**src/rtl/fifo_read_fwft.sv**
```systemverilog
// Read-side FWFT adapter for the async FIFO: pops, captures, and presents a
// valid/ready head word via a 2-deep skid. Option: FWFT_WORD_COUNT_EN.
module fifo_read_fwft #(
    parameter int dataWidth = 8,
    parameter int cntWidth  = 16
) (
    input  logic                 readClkIn,
    input  logic                 readRstIn,
    input  logic                 fifoEmptyIn,
    output logic                 fifoReadEnOut,
    input  logic [dataWidth-1:0] fifoDataIn,
    output logic                 outValid,
    output logic [dataWidth-1:0] outData,
    input  logic                 outReady,
    output logic [1:0]           occupancyOut
`ifdef FWFT_WORD_COUNT_EN
    ,
    output logic [cntWidth-1:0]  wordCountOut
`endif
);

    typedef enum logic [1:0] {
        EMPTY = 2'd0,
        ONE   = 2'd1,
        TWO   = 2'd2
    } state_e;

    state_e               count_q, count_d;
    logic                 pending_q, pending_d;
    logic [dataWidth-1:0] head_q, head_d;
    logic [dataWidth-1:0] skid_q, skid_d;

    logic       drain;
    logic [2:0] cnt_sum;

    assign outValid     = (count_q != EMPTY);
    assign outData      = head_q;
    assign occupancyOut = count_q;
    assign drain        = outValid & outReady;

    // Words held after this edge, counting the one landing now.
    assign cnt_sum = {1'b0, count_q} + {2'b0, pending_q} - {2'b0, drain};

    // outReady reaches the pop request combinationally so a full
    // buffer being drained can still refill every cycle.
    assign fifoReadEnOut = readRstIn & ~fifoEmptyIn & (cnt_sum < 3'd2);
    assign pending_d     = fifoReadEnOut & ~fifoEmptyIn;
    assign count_d       = state_e'(cnt_sum[1:0]);

    always_comb begin
        head_d = head_q;
        skid_d = skid_q;
        unique case (count_q)
            EMPTY: begin
                if (pending_q) head_d = fifoDataIn;
            end
            ONE: begin
                if (pending_q) begin
                    if (drain) head_d = fifoDataIn;
                    else       skid_d = fifoDataIn;
                end
            end
            TWO: begin
                if (drain) begin
                    head_d = skid_q;
                    if (pending_q) skid_d = fifoDataIn;
                end
            end
            default: begin
                head_d = head_q;
            end
        endcase
    end

    always_ff @(posedge readClkIn or negedge readRstIn) begin
        if (!readRstIn) begin
            count_q   <= EMPTY;
            pending_q <= 1'b0;
            head_q    <= '0;
            skid_q    <= '0;
        end else begin
            count_q   <= count_d;
            pending_q <= pending_d;
            head_q    <= head_d;
            skid_q    <= skid_d;
        end
    end

    // A word must never land on a full buffer that is not draining.
    a_no_overflow : assert property (
        @(posedge readClkIn) disable iff (!readRstIn)
        !(pending_q && (count_q == TWO) && !drain)
    );

`ifdef FWFT_WORD_COUNT_EN
    logic [cntWidth-1:0] words_q;

    always_ff @(posedge readClkIn or negedge readRstIn) begin
        if (!readRstIn) words_q <= '0;
        else if (drain) words_q <= words_q + cntWidth'(1);
    end

    assign wordCountOut = words_q;
`else
    logic [cntWidth-1:0] unused_cnt;
    assign unused_cnt = '0;
`endif

endmodule
```
**config.mk**
```make
export PLATFORM = sky130hd
export DESIGN_NAME = fifo_read_fwft
export DESIGN_NICKNAME = d
export VERILOG_FILES = /design/src/rtl/fifo_read_fwft.sv
export SDC_FILE = /design/constraint.sdc
export NUM_CORES = 1
export LEC_CHECK = 0
export CAP_MARGIN = 25
export CORE_ASPECT_RATIO = 0.8
export CORE_UTILIZATION = 40
export CTS_CLUSTER_SIZE = 25
export DETAILED_ROUTE_END_ITERATION = 6
export PLACE_DENSITY = 0.67
export SETUP_SLACK_MARGIN = 0.4
export SLEW_MARGIN = 20
export SYNTH_ARGS = -nofsm -noshare
export SYNTH_HDL_FRONTEND = slang
export SYNTH_SLANG_ARGS = --single-unit
```
**constraint.sdc**
```tcl
create_clock -name readClkIn -period 4.2 [get_ports readClkIn]
set_input_delay 0.84 -clock readClkIn [delete_from_list [all_inputs] [get_ports readClkIn]]
set_output_delay 0.84 -clock readClkIn [all_outputs]
set_load 0.02 [all_outputs]
```
Word level (Yosys, flattened, before mapping). Cells that the tools add are included.

Flip-flop bits (word level): 19. Latch bits: 0. RAM bits: 0. Memory bits (read-only): 0. Bits of input ports: 12. Output and inout bits: 12. Logic and storage cells: 35. Memories: 0.

Add/subtract/negate cells: 2. Multiply operators: 0. Div/mod/pow operators: 0. Magnitude comparators: 1. Equality and inequality tests: 8. Shifts and indexed selects: 0. Multiplexer cells: 9. Bitwise operators: 5. Reductions and logical operators: 6.

Operators by type and width (number): $mux 8 (7); $pmux 8 s3 (1); $pmux 8 s2 (1); $ne 2x2->1 const B (6); $reduce_and 5->1 (2); $and 1x1->1 (4); $reduce_bool 2->1 (2); $add 2x1->3 (1); $lt 3x2->1 const B (1); $reduce_bool 3->1 (1); $sub 3x1->3 (1); $eq 2x1->1 const B (1); $eq 2x2->1 const B (1); $logic_not 2->1 (1); $not 1->1 (1).

Depth between registers and ports, before layout.
Depth in word-level cells: 6. Mapped depth: 8. Depth with buffers taken out: 8.

Worst setup path before layout. Ideal clock, no wire load.

Path type: register to output. Start: reg count_q[1], in the netlist occupancyOut[1]. End: out fifoReadEnOut. Arrival time: 2.765 ns. Data required time: 3.360 ns. Setup slack: 0.595 ns. Stages on the path, launching flop included: 9. Path buffers: 0. Path through: dfrtp_1 or2_2 and2_1 ha_1 inv_1 ha_1 fa_1 xnor2_1 nor4b_1.

Word-level cells in the longest chain between the ends: 5. Elaborated cells between the ends (all ways): 6. Those cells by class: add/sub (2); order compare (1); bitwise (2); reduce/logical (1).

RTL lines: start, declared (RTL line 28) `state_e count_q, count_d;`; start signal, assigned (RTL line 82) `count_q <= count_d;`; $reduce_bool 2->1 (RTL line 36) `assign outValid = (count_q != EMPTY);`; via outValid (RTL line 12) `output logic outValid,`; $and 1x1->1 (RTL line 39) `assign drain = outValid & outReady;`; $sub 3x1->3 (RTL line 42) `assign cnt_sum = {1'b0, count_q} + {2'b0, pending_q} - {2'b0, drain};`; $lt 3x2->1 (RTL line 46) `assign fifoReadEnOut = readRstIn & ~fifoEmptyIn & (cnt_sum < 3'd2);`; $and 1x1->1 (RTL line 46); end, declared (RTL line 10) `output logic fifoReadEnOut,`.

The timed path passes the listed nets, and every way through them passes these cells.

Worst setup path after layout.
Start: in outReady. End: out fifoReadEnOut.

Word-level cells in the longest chain between the ends: 4.

RTL lines: start, declared (RTL line 14) `input logic outReady,`; $and 1x1->1 (RTL line 39); $sub 3x1->3 (RTL line 42); $lt 3x2->1 (RTL line 46); $and 1x1->1 (RTL line 46).

Every way passes these cells.

==> results.cfg <==
[run_status]
status = finished with violations
violations = design-rule violations

[synth]
synth_top_family_by_area = multiplexers
synth_simple_gate_area_frac = 0.0562
synthMuxAreaShare = 0.337
synth.area.top_cells = dfrtp_1, mux2_4, mux2_2
synth_cell_types = 18
syn_area_per_cell_um2 = 15.8
syn_inst = 62
synth-compound-area-share = 0.0319
synthXorXnorAreaFrac = 0.00894
synthAdderAreaFrac = 0.0460
syn_nets = 77
ys_ff_latch = 19
synth_area_um2 = 980
yosysSeqAreaShare = 0.485
yosysTopAreaCell = dfrtp_1
synth.top_cell.area_share = 0.485
yosysWarnings = 0

[pwr]
leakage_uw = 0.000596
total_power_uw = 997
ir_drop_mv = 0.441
internal_power_uw = 645
p_switching_uw = 352
switching_share = 0.353
pwr-share-comb = 0.566
seq_power_share = 0.341
pwr-share-clk = 0.093
power_density_nw_per_um2 = 776

[timing]
finalSetupViolCount = 0
hold_viol = 0
max_freq_mhz = 272
timing.hold.ws_ps = 519
finalClockSkew_ps = 11.0
slew_headroom = 0.603
tightest_slew_ps = 595
min_period_ps = 3680
final_max_slew_viol_count = 0
rsz0062_at_grt = false
post-route-period-util = 0.876
tns_ps = 0

[floorplanning]
die_x_um = 57.3
placementRows = 15
start_util = 0.439
die_area_um2 = 2650
die-height_um = 46.3
pin_count = 24
core-area_um2 = 2230

[run]
maxCapViolations = 0

[clocking]
cts_buffers = 3
clk_pin_slew_ps = 100
cts_htree_levels = 1
hold_buffers = 0
ctsRootBufferMaster = clkbuf_4
max-clock-path-buffers = 2
post_cts_buffers = 0
cts_tree = yes
cts_sinks = 19
worstSkewPairLatency_ps = 300

[setup_path]
rrSetupSlack_ps = 1890
critical_path_class = in2out
cp.arrival_ps = 2840
reg2reg_to = pending_q$_DFF_PN0_
worstPathMaxFanout = 2
worstPathRequired_ps = 3360
r2r_start = occupancyOut[1]$_DFF_PN0_
ff2ff_path_depth = 8
startpoint_type = input port
cp-end-kind = primary output

[final_layout]
layout.nets = 106
layout-area-overhead-vs-synth_pct = 31.0
drive_gt1_frac = 0.389
fill_cells = 184
antenna_cells = 0
fin_util = 0.575

[grt]
antenna_found_initial = 0
grt_max_degree = 21
grt-busiest-layer = met2
use_met3 = 0.0618
grt_use_total = 0.153
overflow = 0
grt_pass1_vias = 586
grt_pass1_wl_um = 2880
grt.met2_usage = 0.242
use_met1 = 0.195

[placed_design]
dpl.hpwl_um = 1290
placement.io_buffers = 23
gp_congestion = 0.693

[drt]
drt_pre_antenna_iters = 6
ant_nets = 0
initialDrtViolationCount = 13
drc = 6
drt-vias-per-instance = 5.09
avgRoutedWirePerCell_um = 15.9
num_vias = 585
routed_wl_um = 1830

[hold_path]
hold-path-cell-count = 1
min_path_type = reg2reg
min_from = outData[6]$_DFFE_PN0P_
hold_end = outData[6]$_DFFE_PN0P_
final cells by class:
class | instances | area (µm²) | area share
multi-input combinational | 37 | 487 | 0.379
sequential | 19 | 475 | 0.370
timing repair buffer | 26 | 248 | 0.193
tap | 25 | 31.3 | 0.0244
clock buffer | 3 | 22.5 | 0.0175
inverter | 4 | 15.0 | 0.0117
clock inverter | 1 | 5.00 | 0.00390
power by group through the flow:
stage / Sequential [µW] / Clock (µW) / Combinational [µW]
global placement: 334 / 0 / 537
detailed placement: 342 / 0 / 545
finish: 339 / 92.7 / 564
floorplan: 387 / 0 / 322
global route: 349 / 103 / 609
CTS: 339 / 96.6 / 546
cells in the final DEF (no fill, tap or decap):
cell type / netlist / layout
a31oi_4: 1 / 1
a32o_1: 1 / 1
and2_1: 1 / 1
and4bb_1: 1 / 1
buf_2: 0 / 1
buf_4: 1 / 3
clkbuf_4: 0 / 3
clkdlybuf4s50_1: 0 / 22
clkinv_2: 0 / 1
dfrtp_1: 19 / 19
fa_2: 0 / 1
ha_1: 2 / 2
inv_1: 4 / 4
mux2_1: 2 / 2
mux2_2: 6 / 6
mux2_4: 16 / 16
nand2b_1: 1 / 1
nor2b_1: 1 / 1
nor4b_1: 2 / 1
nor4b_2: 0 / 1
or2_2: 1 / 1
xnor2_2: 0 / 1
logic make-up (layout without fill, tap and decap cells):
family,Yosys count,count (layout)
xor+xnor,1,1
flops,19,19
compound gates,2,2
simple gates,7,7
fa+ha+maj,3,3
buf+inv,6,34
mux,24,24
metal layers:
layer  wire length (µm)  part of all wire
met4                 15            0.0082
met2                849              0.47
met1                851              0.47
met5                  0                 0
met3                109             0.060
what timing repair did:
| action | CTS | global route |
|---|---|---|
| pin swaps | 0 | 1 |
| endpoints found under the setup margin | 1 | 1 |
| gates cloned | 0 | 0 |
| gates resized for setup | 5 | 3 |
through the flow:
step | area (µm²) | setup WS [ps] | std cells
after floorplan | 980 | 595 | 62
after global placement | 1240 | 58.3 | 111
after detailed placement | 1240 | 53.3 | 111
after CTS | 1270 | 498 | 115
after global routing | 1280 | 388 | 115
final | 1280 | 519 | 115
registers in the layout, indices dropped and copies added, names as in the netlist:
signal / flops
pending_q: 1
occupancyOut: 2
outData: 8
skid_q: 8
synthesized netlist by cell type:
| master | count |
|---|---|
| nor4b_1 | 2 |
| buf_6 | 1 |
| nor2b_1 | 1 |
| dfrtp_1 | 19 |
| mux2_4 | 16 |
| and2_1 | 1 |
| nand2b_1 | 1 |
| mux2_1 | 2 |
| fa_1 | 1 |
| xnor2_1 | 1 |
| a31oi_4 | 1 |
| or2_2 | 1 |
| buf_4 | 1 |
| and4bb_1 | 1 |
| a32o_1 | 1 |
| ha_1 | 2 |
| mux2_2 | 6 |
| inv_1 | 4 |
critical path: stages:
cell	delay (ps)
clkdlybuf4s50_1	410
and2_1	140
ha_1	270
inv_1	40
ha_1	180
fa_2	360
xnor2_2	160
nor4b_2	260
buf_2	200
how the worst max path moves through the flow:
stage | end | slack, ps | startpoint | depth (start not counted)
floorplan | fifoReadEnOut | 590 | occupancyOut[1]$_DFF_PN0_ | 8
global placement | fifoReadEnOut | 60 | outReady | 8
detailed placement | fifoReadEnOut | 50 | outReady | 8
CTS | fifoReadEnOut | 500 | outReady | 8
global route | fifoReadEnOut | 390 | outReady | 9
finish | fifoReadEnOut | 520 | outReady | 9
Note: power is estimated with default switching activity, not from simulation.
